$ cat config.mk
export PLATFORM = sky130hd
export DESIGN_NAME = bias_seq_ctrl
export DESIGN_NICKNAME = d
export VERILOG_FILES = /design/src/rtl/bias_seq_pkg.sv /design/src/rtl/bias_sat_add.sv /design/src/rtl/bias_seq_ctrl.sv
export SDC_FILE = /design/constraint.sdc
export NUM_CORES = 1
export LEC_CHECK = 0
export CAP_MARGIN = 20
export CORE_AREA = 3 3 335 337
export DETAILED_ROUTE_END_ITERATION = 8
export DIE_AREA = 0 0 338 340
export DONT_BUFFER_PORTS = 1
export GPL_TIMING_DRIVEN = 0
export SLEW_MARGIN = 20
export SYNTH_ARGS = -nofsm -noshare
export SYNTH_HDL_FRONTEND = slang
export SYNTH_SLANG_ARGS = --single-unit
$ cat constraint.sdc
create_clock -name clk -period 5.54 [get_ports clk]
set_input_delay 1.385 -clock clk [delete_from_list [all_inputs] [get_ports clk]]
set_output_delay 1.385 -clock clk [all_outputs]
set_load 0.05 [all_outputs]
$ cat src/rtl/bias_seq_pkg.sv
// Shared FSM state type, default lane width and saturating adder for the bias stage.
package bias_seq_pkg;

    typedef enum logic [1:0] {
        IDLE,
        RUN,
        DRAIN,
        DONE
    } state_t;

    localparam int DEF_DW = 18;

    localparam logic signed [DEF_DW-1:0] SAT_MAX = {1'b0, {(DEF_DW-1){1'b1}}};
    localparam logic signed [DEF_DW-1:0] SAT_MIN = {1'b1, {(DEF_DW-1){1'b0}}};

    function automatic logic signed [DEF_DW-1:0] sat_add(
        input logic signed [DEF_DW-1:0] a,
        input logic signed [DEF_DW-1:0] b
    );
        logic signed [DEF_DW:0] s;
        s = {a[DEF_DW-1], a} + {b[DEF_DW-1], b};
        // Overflow iff the extra sign bit disagrees with the lane sign bit.
        if (s[DEF_DW] != s[DEF_DW-1]) begin
            sat_add = s[DEF_DW] ? SAT_MIN : SAT_MAX;
        end else begin
            sat_add = s[DEF_DW-1:0];
        end
    endfunction

endpackage

$ cat src/rtl/bias_sat_add.sv
// One lane: signed acc + bias with saturation; BIAS_SEQ_RELU_EN additionally clamps negatives to 0.
module bias_sat_add
    import bias_seq_pkg::*;
#(
    parameter int DW = DEF_DW
) (
    input  logic [DW-1:0] acc,
    input  logic [DW-1:0] bias,
    output logic [DW-1:0] res
);

    logic [DW-1:0] sat;

    generate
        if (DW == DEF_DW) begin : g_pkg
            assign sat = sat_add(acc, bias);
        end else begin : g_gen
            logic [DW:0] sum;
            assign sum = {acc[DW-1], acc} + {bias[DW-1], bias};
            always_comb begin
                sat = sum[DW-1:0];
                if (sum[DW] != sum[DW-1]) begin
                    sat = sum[DW] ? {1'b1, {(DW-1){1'b0}}} : {1'b0, {(DW-1){1'b1}}};
                end
            end
        end
    endgenerate

`ifdef BIAS_SEQ_RELU_EN
    assign res = sat[DW-1] ? '0 : sat;
`else
    assign res = sat;
`endif

endmodule

$ cat src/rtl/bias_seq_ctrl.sv
// Bias-stage sequencer: group/pixel counters, bias bank select, per-lane saturating add, output register.
// Optional fused ReLU via BIAS_SEQ_RELU_EN (in bias_sat_add).
module bias_seq_ctrl
    import bias_seq_pkg::*;
#(
    parameter  int N_adder_tree = 16,
    parameter  int DW           = DEF_DW,
    parameter  int N_GROUPS     = 4,
    parameter  int N_PIX        = 196,
    localparam int GW           = (N_GROUPS > 1) ? $clog2(N_GROUPS) : 1,
    localparam int PW           = (N_PIX > 1) ? $clog2(N_PIX) : 1
) (
    input  logic                       clk,
    input  logic                       rst_n,
    input  logic                       start,
    input  logic                       acc_valid,
    output logic                       acc_ready,
    input  logic [N_adder_tree*DW-1:0] acc_data,
    output logic [GW-1:0]              bias_grp,
    input  logic [N_adder_tree*DW-1:0] bias_data,
    output logic                       out_valid,
    input  logic                       out_ready,
    output logic [N_adder_tree*DW-1:0] out_data,
    output logic                       busy,
    output logic                       done
);

    state_t                     state;
    logic [PW-1:0]              pix_cnt;
    logic [GW-1:0]              grp_cnt;
    logic [N_adder_tree*DW-1:0] sum_data;
    logic                       accept;
    logic                       last_pix;
    logic                       last_grp;

    // Combinational on out_ready so a stalled output blocks the next beat in the same cycle.
    assign acc_ready = (state == RUN) && (!out_valid || out_ready);
    assign accept    = acc_valid && acc_ready;
    assign last_pix  = (pix_cnt == PW'(N_PIX - 1));
    assign last_grp  = (grp_cnt == GW'(N_GROUPS - 1));
    assign bias_grp  = grp_cnt;

    for (genvar i = 0; i < N_adder_tree; i++) begin : g_lane
        bias_sat_add #(
            .DW(DW)
        ) u_lane (
            .acc (acc_data[DW*i +: DW]),
            .bias(bias_data[DW*i +: DW]),
            .res (sum_data[DW*i +: DW])
        );
    end

    always_ff @(posedge clk or negedge rst_n) begin
        if (!rst_n) begin
            state     <= IDLE;
            pix_cnt   <= '0;
            grp_cnt   <= '0;
            out_valid <= 1'b0;
            out_data  <= '0;
            busy      <= 1'b0;
            done      <= 1'b0;
        end else begin
            done <= 1'b0;

            if (accept) begin
                out_valid <= 1'b1;
                out_data  <= sum_data;
            end else if (out_ready) begin
                out_valid <= 1'b0;
            end

            case (state)
                IDLE: begin
                    if (start) begin
                        state   <= RUN;
                        busy    <= 1'b1;
                        pix_cnt <= '0;
                        grp_cnt <= '0;
                    end
                end
                RUN: begin
                    if (accept) begin
                        if (last_pix) begin
                            pix_cnt <= '0;
                            if (last_grp) begin
                                grp_cnt <= '0;
                                state   <= DRAIN;
                            end else begin
                                grp_cnt <= grp_cnt + 1'b1;
                            end
                        end else begin
                            pix_cnt <= pix_cnt + 1'b1;
                        end
                    end
                end
                DRAIN: begin
                    if (!out_valid || out_ready) begin
                        state <= DONE;
                        done  <= 1'b1;
                    end
                end
                DONE: begin
                    state <= IDLE;
                    busy  <= 1'b0;
                end
                default: state <= IDLE;
            endcase
        end
    end

endmodule

---- Word level (Yosys, flattened, before mapping) ----
Index checks and enable logic that the tools add are counted.
cells by class
  mux-type cells .......................... 53
  reductions and logical operators ........ 12
  equality and inequality tests ........... 26
  divide/modulo/power cells ............... 0
  shift operators ......................... 0
  add/subtract/negate cells ............... 18
  bitwise operators ....................... 0
  order comparisons ....................... 0
  $mul .................................... 0
operators by type and width
  kind                                                             number
  18-bit two-way mux                                               32
  18-bit by 18-bit adder with 19-bit output                        16
  8-bit two-way mux                                                3
  2-bit two-way mux                                                9
  1-bit inequality test                                            16
  8-bit case mux with 2 select lines                               1
  2-bit inequality test, second input constant                     5
  8-bit by 1-bit adder with 8-bit output, second input constant    1
  8-bit == test, second input constant                             1
  2-bit case mux with 4 select lines                               1
  2-bit == test, second input constant                             3
  2-bit nonzero test                                               3
  1-bit two-way mux                                                5
  5-bit AND reduction                                              1
  2-bit case mux with 2 select lines                               1
  4-bit AND reduction                                              1
  3-bit AND reduction                                              1
  2-bit by 1-bit adder with 2-bit output, second input constant    1
  2-bit by 1-bit == test with 1-bit output, second input constant  1
  1-bit logical AND                                                2
  2-bit logical NOT                                                1
  1-bit case mux with 2 select lines                               1
  2-bit AND reduction                                              1
  1-bit logical NOT                                                1
  1-bit logical OR                                                 1
storage, ports and cells
  bits in registers ....................... 303
  memories ................................ 0
  output and inout port bits .............. 294
  latch bits .............................. 0
  RAM bits ................................ 0
  input port bits ......................... 581
  memory bits (read-only) ................. 0
  word-level logic and storage cells ...... 116

---- Logic depth before layout (Yosys ltp) ----
Gate-level depths: netlist of run 1.
  depth in word-level cells ............... 6
  depth in mapped cells ................... 12
  gate-level depth less buffers ........... 10

---- Cells and area by module ----
Synthesis of run 1 repeated with hierarchy kept, for this count alone.
second synthesis, totals
  cells, all modules ...................... 4238
  area total of the unflattened synthesis .. 32927.8 um^2
by module, submodules not included
  module                                sequential area each (um^2)  area each (um^2)  instances  cells an instance
  bias_seq_ctrl                         7582.3                       11627.4           1          1302
  bias_sat_add (g_lane[3].u_lane ...)   0.0                          1395.1            7          193
  bias_sat_add (g_lane[0].u_lane ...)   0.0                          1340.0            7          187
  bias_sat_add (g_lane[10].u_lane ...)  0.0                          1077.3            2          138

---- Least setup slack after synthesis of run 1 ----
OpenSTA, ideal clock, no wires.
  path kind ............................... input-to-reg
  start ................................... in acc_data[108]
  end ..................................... reg out_data[124]
  slack ................................... 1.691 ns
  path buffers ............................ 1
  stages on the path ...................... 11
  data required time ...................... 5.409 ns
  arrival time ............................ 3.718 ns
  setup time .............................. 0.131 ns
  cell sequence ........................... ha_1 fa_1 a211oi_1 o21bai_1 a211oi_1 o31ai_1 a2111oi_0 a211oi_2 buf_4 o21ai_0 a21oi_1
on the way
  longest elaborated chain between the ends .. 3
  elaborated cells between the ends (all ways) .. 4
  classes of those cells .................. add/sub: 1; eq/ne: 1; mux: 2
RTL lines
  element                                                      line                                    source
  from (decl)                                                  bias_seq_ctrl.sv:18                     input logic [N_adder_tree*DW-1:0] acc_data,
  18-bit by 18-bit adder with 19-bit output *                  bias_seq_pkg.sv:21                      s = {a[DEF_DW-1], a} + {b[DEF_DW-1], b};
  18-bit two-way mux or 1-bit inequality test (tied branches)  bias_seq_pkg.sv:24, bias_seq_pkg.sv:23
  18-bit two-way mux *                                         bias_seq_pkg.sv:23                      if (s[DEF_DW] != s[DEF_DW-1]) begin
  to (signal assigned)                                         bias_seq_ctrl.sv:67                     out_data <= sum_data;
  to (decl)                                                    bias_seq_ctrl.sv:23                     output logic [N_adder_tree*DW-1:0] out_data,
Mark *: on every way between the ends. The rest lies on a longest branch, timed or not.
A chain may end at the register's enable or synchronous reset.

---- Worst setup path in the final report of run 1 ----
  start ................................... in out_ready
  end ..................................... reg out_data[77]
on the way
  longest elaborated chain between the ends .. 3
RTL lines
  element            line                 source
  from (decl)        bias_seq_ctrl.sv:22  input logic out_ready,
  1-bit logical OR   bias_seq_ctrl.sv:37  assign acc_ready = (state == RUN) && (!out_valid || out_ready);
  1-bit logical AND  bias_seq_ctrl.sv:37
  net acc_ready      bias_seq_ctrl.sv:17  output logic acc_ready,
  1-bit logical AND  bias_seq_ctrl.sv:38  assign accept = acc_valid && acc_ready;
The timed path passes the listed nets, and every way through them passes these cells.

==> implementation parameters, run 1 <==
Parameter                              Value

Run status
  Outcome ... completed

Timing
  Max Clock Skew ... ~0.03 ns
  Slack of the critical path ... 0.725 ns
  Min Clock Period, post-route ... approximately 4.8 ns
  Max Transition Viols Final ... 0
  RSZ-0062 raised after global routing ... no
  Slew @ Worst Pin ... around 1.1 ns
  Worst slew margin ... 0.293
  Final setup violation count ... 0
  Max Fclk ... about 210 MHz
  Crit share post-route ... 0.869
  Number of hold violations in the final report ... 0

Pwr
  P per Cell Area ... approximately 380 mW/mm^2
  Total Power Consumption ... 11,400 uW
  Leakage dissipation ... roughly 0.013 uW
  Maximum resistive drop on vdd ... about 0.17 mV

Synthesis
  Number of instances in the synthesized netlist ... about 3,300
  Yosys top cell area share ... 0.286
  Most used DFF post-synth ... sky130_fd_sc_hd__dfrtp_1
  Number of enable-type register cells in the synthesized netlist ... 0
  Syn avg cell area ... approximately 8.1 um^2
  Number of warning messages in the yosys log ... 0
  #FFs+latches synth ... around 300
  Fraction of the yosys area taken by sequential cells ... 0.286
  Top cells by area, synth ... sky130_fd_sc_hd__dfrtp_1 29%, sky130_fd_sc_hd__ha_1 14%, sky130_fd_sc_hd__o21ai_0 6.9%
  Post-synth top area cell ... sky130_fd_sc_hd__dfrtp_1
  Proportion of register bits with asynchronous set or reset after synthesis ... 1.00
  Most used standard cells in the synthesized netlist ... 388 x sky130_fd_sc_hd__nand2_1, 363 x sky130_fd_sc_hd__o21ai_0, 347 x sky130_fd_sc_hd__nor2_1
  Count of unique library cells instantiated by Yosys ... 91
  Most common cell in the netlist ... sky130_fd_sc_hd__nand2_1
  Post-Synthesis Net Count ... 4,146
  Syn Std Cell Area ... approximately 0.026 mm^2

Global routing
  Initial antenna violation count ... 30
  Total congestion overflow after global routing ... 0
  Vias in the first global route ... around 25,000
  Wire length of the first global-routing pass ... about 170,000 um
  Pin count of the biggest net entering global routing ... 304
  Total routing usage reported by global routing ... 0.196

Run
  Count of maximum capacitance violations ... 0

Final layout
  Fin util ... 0.274
  Share of post-route cells with drive strength above 1 ... 0.0534
  Area delta synth->final ... 13.1%
  Total Nets Final ... 4,192
  Final design area excluding fillers ... roughly 0.03 mm^2

Clock tree
  Clock-pin slew reported for the worst setup and hold paths after clock tree synthesis ... around 0.060 ns
  Count of H-tree levels built during CTS ... 2
  Clock tree buffer depth ... 3
  Clk Tree Root Cell ... sky130_fd_sc_hd__clkbuf_16
  Post-cts gate resize count ... 0
  Clk Latency, worst-skew pair ... between 0.5 and 0.6 ns
  Clock tree from TritonCTS ... done
  Setup repair bufs after CTS ... 0
  Cts hold-fix bufs ... 0
  Number of CTS-inserted buffers ... 42
  Clock net sink count ... approximately 300

Drt
  Average wire length per cell after detail routing ... approximately 25 um
  Total Routed Length ... ~120,000 um
  Residual DRC count ... 0
  Number of vias per cell after detailed routing ... 5.29
  Initial DRC count ... 1,685
  Antenna Violating Nets Remaining ... 0
  Total number of vias ... 25,600
  Pre-Repair DR Iteration Count ... 5

Placed design
  Global placer's final weighted congestion ... between 0.9 and 1
  Placed wire-length estimate ... 97,800 um
  Port Buffer Count ... 0
  Placed Instance Area ... 0.0284 mm^2
  Worst setup slack after placement ... -0.288 ns

Floorplanning
  Overall die height ... around 340 um
  Die extent in x ... approximately 340 um
  Initial Util ... 0.242
  Ports ... ~880
  Area of the die ... 0.115 mm^2
  Area of the core ... about 0.11 mm^2
  Cell Rows ... 121

Critical path
  Critical path class ... in2reg
  Crit path launch type ... input port
  Required time of the critical path ... between 5 and 6 ns
  Worst setup EP type ... register
  Critical path peak fanout ... 10
  Endpoint arrival time on the critical path ... about 5.3 ns

Hold path
  Type of the tightest min-delay check ... in2async
-- layer usage --
| layer | part of all wire | routed length (um) | vias up | GRT usage |
|---|---|---|---|---|
| met3 | 0.098 | 11700 | 222 | 0.0721 |
| li1 | - | - | 12100 | - |
| met5 | 0.0010 | 124 | - | 0 |
| met4 | 0.043 | 5150 | 18 | 0.0802 |
| met2 | 0.47 | 56400 | 1050 | 0.331 |
| met1 | 0.38 | 45700 | 12200 | 0.223 |
-- critical path, cell delays in order --
cell and delay, ns:
sky130_fd_sc_hd__nand2b_1 0.23, sky130_fd_sc_hd__inv_1 0.09, sky130_fd_sc_hd__nor2_1 0.80, sky130_fd_sc_hd__nand2_1 0.89, sky130_fd_sc_hd__clkbuf_2 0.57, sky130_fd_sc_hd__clkbuf_1 0.56, sky130_fd_sc_hd__clkbuf_1 0.43, sky130_fd_sc_hd__nand2_1 0.14
sky130_fd_sc_hd__o21ai_0 0.09
-- cell type report --
cell class	instances	area (um^2)
tap	1476	1850
fill	11900	79200
sequential	303	7580
multi-input combinational	2745	18000
clock buffer	59	1260
timing repair buffer	2	42.5
clock inverter	18	254
inverter	96	360
antenna	24	60.1
buffer	111	515
-- registers in the layout, summed over array words and instances (netlist names) --
| signal | cells |
|---|---|
| state | 2 |
| out_data | 288 |
| out_valid | 1 |
| busy | 1 |
| pix_cnt | 8 |
| bias_grp | 2 |
| done | 1 |
-- cell families after synthesis --
family | after synthesis | share of synthesized area
buffers and inverters | 207 | 0.0327
and+or+nand+nor | 1077 | 0.185
adders and majority gates | 318 | 0.154
xor gates and xnor gates | 196 | 0.0649
AOI/OAI and AO/OA | 1142 | 0.272
muxes | 12 | 0.00515
DFF | 303 | 0.286
-- path summary, 6_finish.rpt --
kind	startpoint	endpoint	slack (ns)	cells after the start
max	out_ready	out_data[77]	0.73	9
min	rst_n	out_data[101]	0.49	0
max reg2reg	out_valid	out_data[77]	0.87	9
min reg2reg	pix_cnt[7]	pix_cnt[7]	0.49	1
max in group asynchronous	rst_n	out_data[218]	4.24	0
min in group clk	pix_cnt[7]	pix_cnt[7]	0.49	1
-- per-stage QoR --
| stage | instances | hold slack, ns | setup TNS (ns) |
|---|---|---|---|
| global route | 4819 | 0.433 | 0 |
| detailed placement | 4732 | 0.470 | -7.95 |
| floorplan | 3255 | 0.445 | 0 |
| finish | 4834 | 0.487 | 0 |
| CTS | 4809 | 0.412 | 0 |
| global placement | 4731 | 0.475 | -85.03 |
-- report_power, final --
group	internal [uW]	switching, uW	total [uW]
clock	1860	1180	3040
sequential	2730	2670	5390
combinational	1160	1830	2990
-- placed cells by master (no fill, tap or decap), types with 28 or more instances in the layout --
cell,instances
sky130_fd_sc_hd__nand2_1,388
sky130_fd_sc_hd__nor3_1,61
sky130_fd_sc_hd__nand3_1,70
sky130_fd_sc_hd__xnor2_1,121
sky130_fd_sc_hd__and3_1,40
sky130_fd_sc_hd__o21a_1,35
sky130_fd_sc_hd__a21oi_1,302
sky130_fd_sc_hd__o211ai_1,41
sky130_fd_sc_hd__buf_2,31
sky130_fd_sc_hd__ha_1,294
sky130_fd_sc_hd__nor2_1,347
sky130_fd_sc_hd__dfrtp_1,303
sky130_fd_sc_hd__o21ai_1,28
sky130_fd_sc_hd__a21o_1,68
sky130_fd_sc_hd__o21ai_0,362
sky130_fd_sc_hd__inv_1,96
sky130_fd_sc_hd__a211oi_1,52
sky130_fd_sc_hd__clkbuf_1,66
sky130_fd_sc_hd__o21bai_1,29
sky130_fd_sc_hd__xor2_1,75
sky130_fd_sc_hd__clkbuf_16,43
Power figures use the tool's default switching activity.
==> inputs of run 2 (changes only) <==
Settings changed: CORE_AREA 3 3 335 337 to 3 3 342 344, CTS_BUF_LIST from default to sky130_fd_sc_hd__clkbuf_4 sky130_fd_sc_hd__clkbuf_8, DIE_AREA 0 0 338 340 to 0 0 345 347, SKIP_LAST_GASP from default to 1, SYNTH_HIERARCHICAL from default to 1.
==> implementation parameters, run 2 <==
Parameter                              Value

Placed design
  Port Buffer Count ... 0 (unchanged)
  Global placer's final weighted congestion ... 0.947 (was 0.967)
  Placed wire-length estimate ... 113,000 um (was 97,800 um)
  Worst setup slack after placement ... 1.27 ns (was -0.288 ns)

Timing
  Total Neg Setup Slack ... 0 ns (unchanged)
  Max Transition Viols Final ... 0 (unchanged)
  RSZ-0062 raised after global routing ... no (unchanged)
  Number of hold violations in the final report ... 0 (unchanged)
  Crit share post-route ... 0.652 (was 0.869)
  Slack of the critical path ... 1.93 ns (was 0.725 ns)
  Final setup violation count ... 0 (unchanged)
  Worst slew margin ... 0.158 (was 0.293)
  Slew @ Worst Pin ... 1.26 ns (was 1.06 ns)
  Min Clock Period, post-route ... 3.61 ns (was 4.81 ns)
  Max Fclk ... 277 MHz (was 208 MHz)
  Max Clock Skew ... 0.0363 ns (was 0.0300 ns)

Synthesis
  Number of warning messages in the yosys log ... 6 (was 0)
  Number of instances in the synthesized netlist ... 4,238 (was 3,255)
  Top cells by area, synth ... sky130_fd_sc_hd__dfrtp_1 23%, sky130_fd_sc_hd__nand2_1 13%, sky130_fd_sc_hd__ha_1 11% (was sky130_fd_sc_hd__dfrtp_1 29%, sky130_fd_sc_hd__ha_1 14%, sky130_fd_sc_hd__o21ai_0 6.9%)
  Syn Std Cell Area ... 0.0329 mm^2 (was 0.0265 mm^2)
  Post-synth top area cell ... sky130_fd_sc_hd__dfrtp_1 (unchanged)
  Count of unique library cells instantiated by Yosys ... 84 (was 91)
  Most used DFF post-synth ... sky130_fd_sc_hd__dfrtp_1 (unchanged)
  Most used standard cells in the synthesized netlist ... 1,163 x sky130_fd_sc_hd__nand2_1, 343 x sky130_fd_sc_hd__o21ai_0, 303 x sky130_fd_sc_hd__dfrtp_1 (was 388 x sky130_fd_sc_hd__nand2_1, 363 x sky130_fd_sc_hd__o21ai_0, 347 x sky130_fd_sc_hd__nor2_1)
  #FFs+latches synth ... 303 (unchanged)
  Fraction of the yosys area taken by sequential cells ... 0.230 (was 0.286)
  Most common cell in the netlist ... sky130_fd_sc_hd__nand2_1 (unchanged)
  Yosys top cell area share ... 0.230 (was 0.286)
  Syn avg cell area ... 7.77 um^2 (was 8.13 um^2)
  Post-Synthesis Net Count ... 5,129 (was 4,146)
  Proportion of register bits with asynchronous set or reset after synthesis ... 1.00 (unchanged)
  Number of enable-type register cells in the synthesized netlist ... 0 (unchanged)

Final layout
  Total Nets Final ... 5,198 (was 4,192)
  Reg with most FFs ... out_data (unchanged)
  Area delta synth->final ... 10.4% (was 13.1%)
  Filler cell count ... 12,300 (was 11,900)
  Area of all sequential standard cells ... 0.00758 mm^2 (unchanged)
  Share of post-route cells with drive strength above 1 ... 0.103 (was 0.0534)
  Max FFs per register ... 288 (unchanged)
  Highest-count cells in the layout ignoring fill and taps ... 1,163 x sky130_fd_sc_hd__nand2_1, 343 x sky130_fd_sc_hd__o21ai_0, 303 x sky130_fd_sc_hd__dfrtp_1 (was 388 x sky130_fd_sc_hd__nand2_1, 362 x sky130_fd_sc_hd__o21ai_0, 347 x sky130_fd_sc_hd__nor2_1)
  Footprint of the multi-input gates ... 0.0238 mm^2 (was 0.0180 mm^2)
  Largest registers ... out_data (288), pix_cnt (8) (unchanged)
  Fin util ... 0.318 (was 0.274)
  Most common cell after layout, fill and taps aside ... sky130_fd_sc_hd__nand2_1 (unchanged)

Clock tree
  Number of CTS-inserted buffers ... 66 (was 42)
  Cts hold-fix bufs ... 0 (unchanged)
  Clk Tree Root Cell ... sky130_fd_sc_hd__clkbuf_8 (was sky130_fd_sc_hd__clkbuf_16)
  Clock tree buffer depth ... 3 (unchanged)
  Clock tree from TritonCTS ... done (unchanged)
  Clock-pin slew reported for the worst setup and hold paths after clock tree synthesis ... 0.06 ns (about the same)
  Count of H-tree levels built during CTS ... 3 (was 2)
  Setup repair bufs after CTS ... 0 (unchanged)
  Clock net sink count ... 303 (unchanged)
  Post-cts gate resize count ... 0 (unchanged)
  Clk Latency, worst-skew pair ... 0.68 ns (was 0.59 ns)

Floorplanning
  Ports ... 875 (unchanged)
  Cell Rows ... 124 (was 121)
  Initial Util ... 0.288 (was 0.242)
  Overall die height ... 347 um (was 340 um)
  Die extent in x ... 345 um (was 338 um)
  Area of the die ... 0.120 mm^2 (was 0.115 mm^2)
  Area of the core ... 0.114 mm^2 (was 0.109 mm^2)

Critical path
  Critical path peak fanout ... 10 (unchanged)
  Critical Path Most Common Cell ... sky130_fd_sc_hd__nand2_1
  Worst setup EP type ... register (unchanged)
  Delay contributed by the slowest stage of the critical path ... 0.42 ns (was 0.89 ns)
  Depth of the worst register-to-register path ... 7 (was 9)
  Worst-path cell chain ... ha_1 -> fa_1 -> a211oi_1 -> o21a_1 -> o221ai_2 -> a31oi_1 -> o21ai_1 -> and2_4 -> buf_6 -> buf_2 -> o21ai_0 -> nand4_1 -> nand2_1 -> nand2_1 (was nand2b_1 -> inv_1 -> nor2_1 -> nand2_1 -> clkbuf_2 -> clkbuf_1 -> clkbuf_1 -> nand2_1 -> o21ai_0)
  Crit path launch type ... input port (unchanged)
  Slowest CP cell ... sky130_fd_sc_hd__fa_1 (was sky130_fd_sc_hd__nand2_1)
  Critical path class ... in2reg (unchanged)
  Required time of the critical path ... 6.09 ns (was 5.98 ns)
  Endpoint arrival time on the critical path ... 4.16 ns (was 5.25 ns)

Drt
  Average wire length per cell after detail routing ... 23.2 um (was 24.6 um)
  Total number of vias ... 32,100 (was 25,600)
  Residual DRC count ... 0 (unchanged)
  Number of vias per cell after detailed routing ... 5.44 (was 5.29)
  Antenna Violating Nets Remaining ... 0 (unchanged)
  Total Routed Length ... 137,000 um (was 119,000 um)
  Initial DRC count ... 2,322 (was 1,685)
  Pre-Repair DR Iteration Count ... 6 (was 5)

Run status
  Outcome ... completed (unchanged)

Global routing
  Pin count of the biggest net entering global routing ... 304 (unchanged)
  Wire length of the first global-routing pass ... 201,000 um (was 168,000 um)
  Total congestion overflow after global routing ... 0 (unchanged)
  Total routing usage reported by global routing ... 0.216 (was 0.196)
  Vias in the first global route ... 30,300 (was 24,500)
  Initial antenna violation count ... 34 (was 30)

Pwr
  P per Cell Area ... 450 mW/mm^2 (was 382 mW/mm^2)
  Leakage dissipation ... 0.0169 uW (was 0.0128 uW)
  Maximum resistive drop on vdd ... 0.222 mV (was 0.173 mV)

Hold path
  Type of the tightest min-delay check ... in2async (unchanged)

Run
  Count of maximum capacitance violations ... 0 (unchanged)
-- run 2: cell count changes after synthesis, sizes merged, moves of 74 or more --
| cell | previous run | this run |
|---|---|---|
| nor2 | 349 | 78 |
| maj3 | 8 | 265 |
| nand2 | 388 | 1165 |
| buf | 40 | 117 |
| nand3 | 70 | 144 |
| a21o | 68 | 195 |
-- run 2: final timing paths --
path                         startpoint             to  slack, ns
max                        acc_data[36]   out_data[52]       1.93
min                               rst_n   out_data[68]       0.45
max reg2reg                   out_valid   out_data[50]       2.46
min reg2reg                  pix_cnt[1]     pix_cnt[1]       0.55
max in group asynchronous         rst_n  out_data[235]       4.09
min in group clk             pix_cnt[1]     pix_cnt[1]       0.55
-- run 2: power by group --
part | total (uW) | internal (uW) | switching [uW]
sequential | 8190 | 3160 | 5020
clock | 2840 | 1660 | 1180
combinational | 5350 | 2150 | 3200
-- run 2: per-stage QoR --
step	hold WS (ns)	total power, uW	std cells	cell area, um^2
global route	0.375	17400	5881	36300
floorplan	0.501	11500	4238	32900
detailed placement	0.534	13600	5751	34800
CTS	0.305	16500	5866	36300
finish	0.447	16400	5889	36400
global placement	0.521	13500	5750	34800
-- run 2: area by class of cell --
type / instances / share of cell area
clock buffer: 92 / 0.0326
multi-input combinational: 3624 / 0.654
clock inverter: 23 / 0.00771
tap: 1512 / 0.0520
inverter: 110 / 0.0114
timing repair buffer: 1 / 0.000550
antenna: 23 / 0.00158
sequential: 303 / 0.208
buffer: 201 / 0.0316
-- run 2: worst max-delay path: cells and delay by family --
kind	cells	cell delay, ns
and+or+nand+nor	4	0.55
adders and majority gates	2	0.63
AOI/OAI and AO/OA	6	1.26
buffers and inverters	2	0.33
-- run 2: cell families after synthesis --
logic type / count (synthesis) / share of synthesized area
AND/OR/NAND/NOR: 1637 / 0.216
AO/OA/AOI/OAI: 1195 / 0.242
adder cells (fa/ha/maj): 575 / 0.205
buffers and inverters: 311 / 0.0473
flip-flops: 303 / 0.230
XOR/XNOR: 212 / 0.0575
multiplexers: 5 / 0.00175
-- run 2: per-layer routing --
| metal | GRT usage | up-vias | wire length (um) |
|---|---|---|---|
| met2 | 0.348 | 1175 | 62200 |
| met5 | 0 | - | 149 |
| li1 | - | 15300 | - |
| met3 | 0.0763 | 197 | 12400 |
| met4 | 0.0733 | 20 | 4500 |
| met1 | 0.269 | 15400 | 57400 |
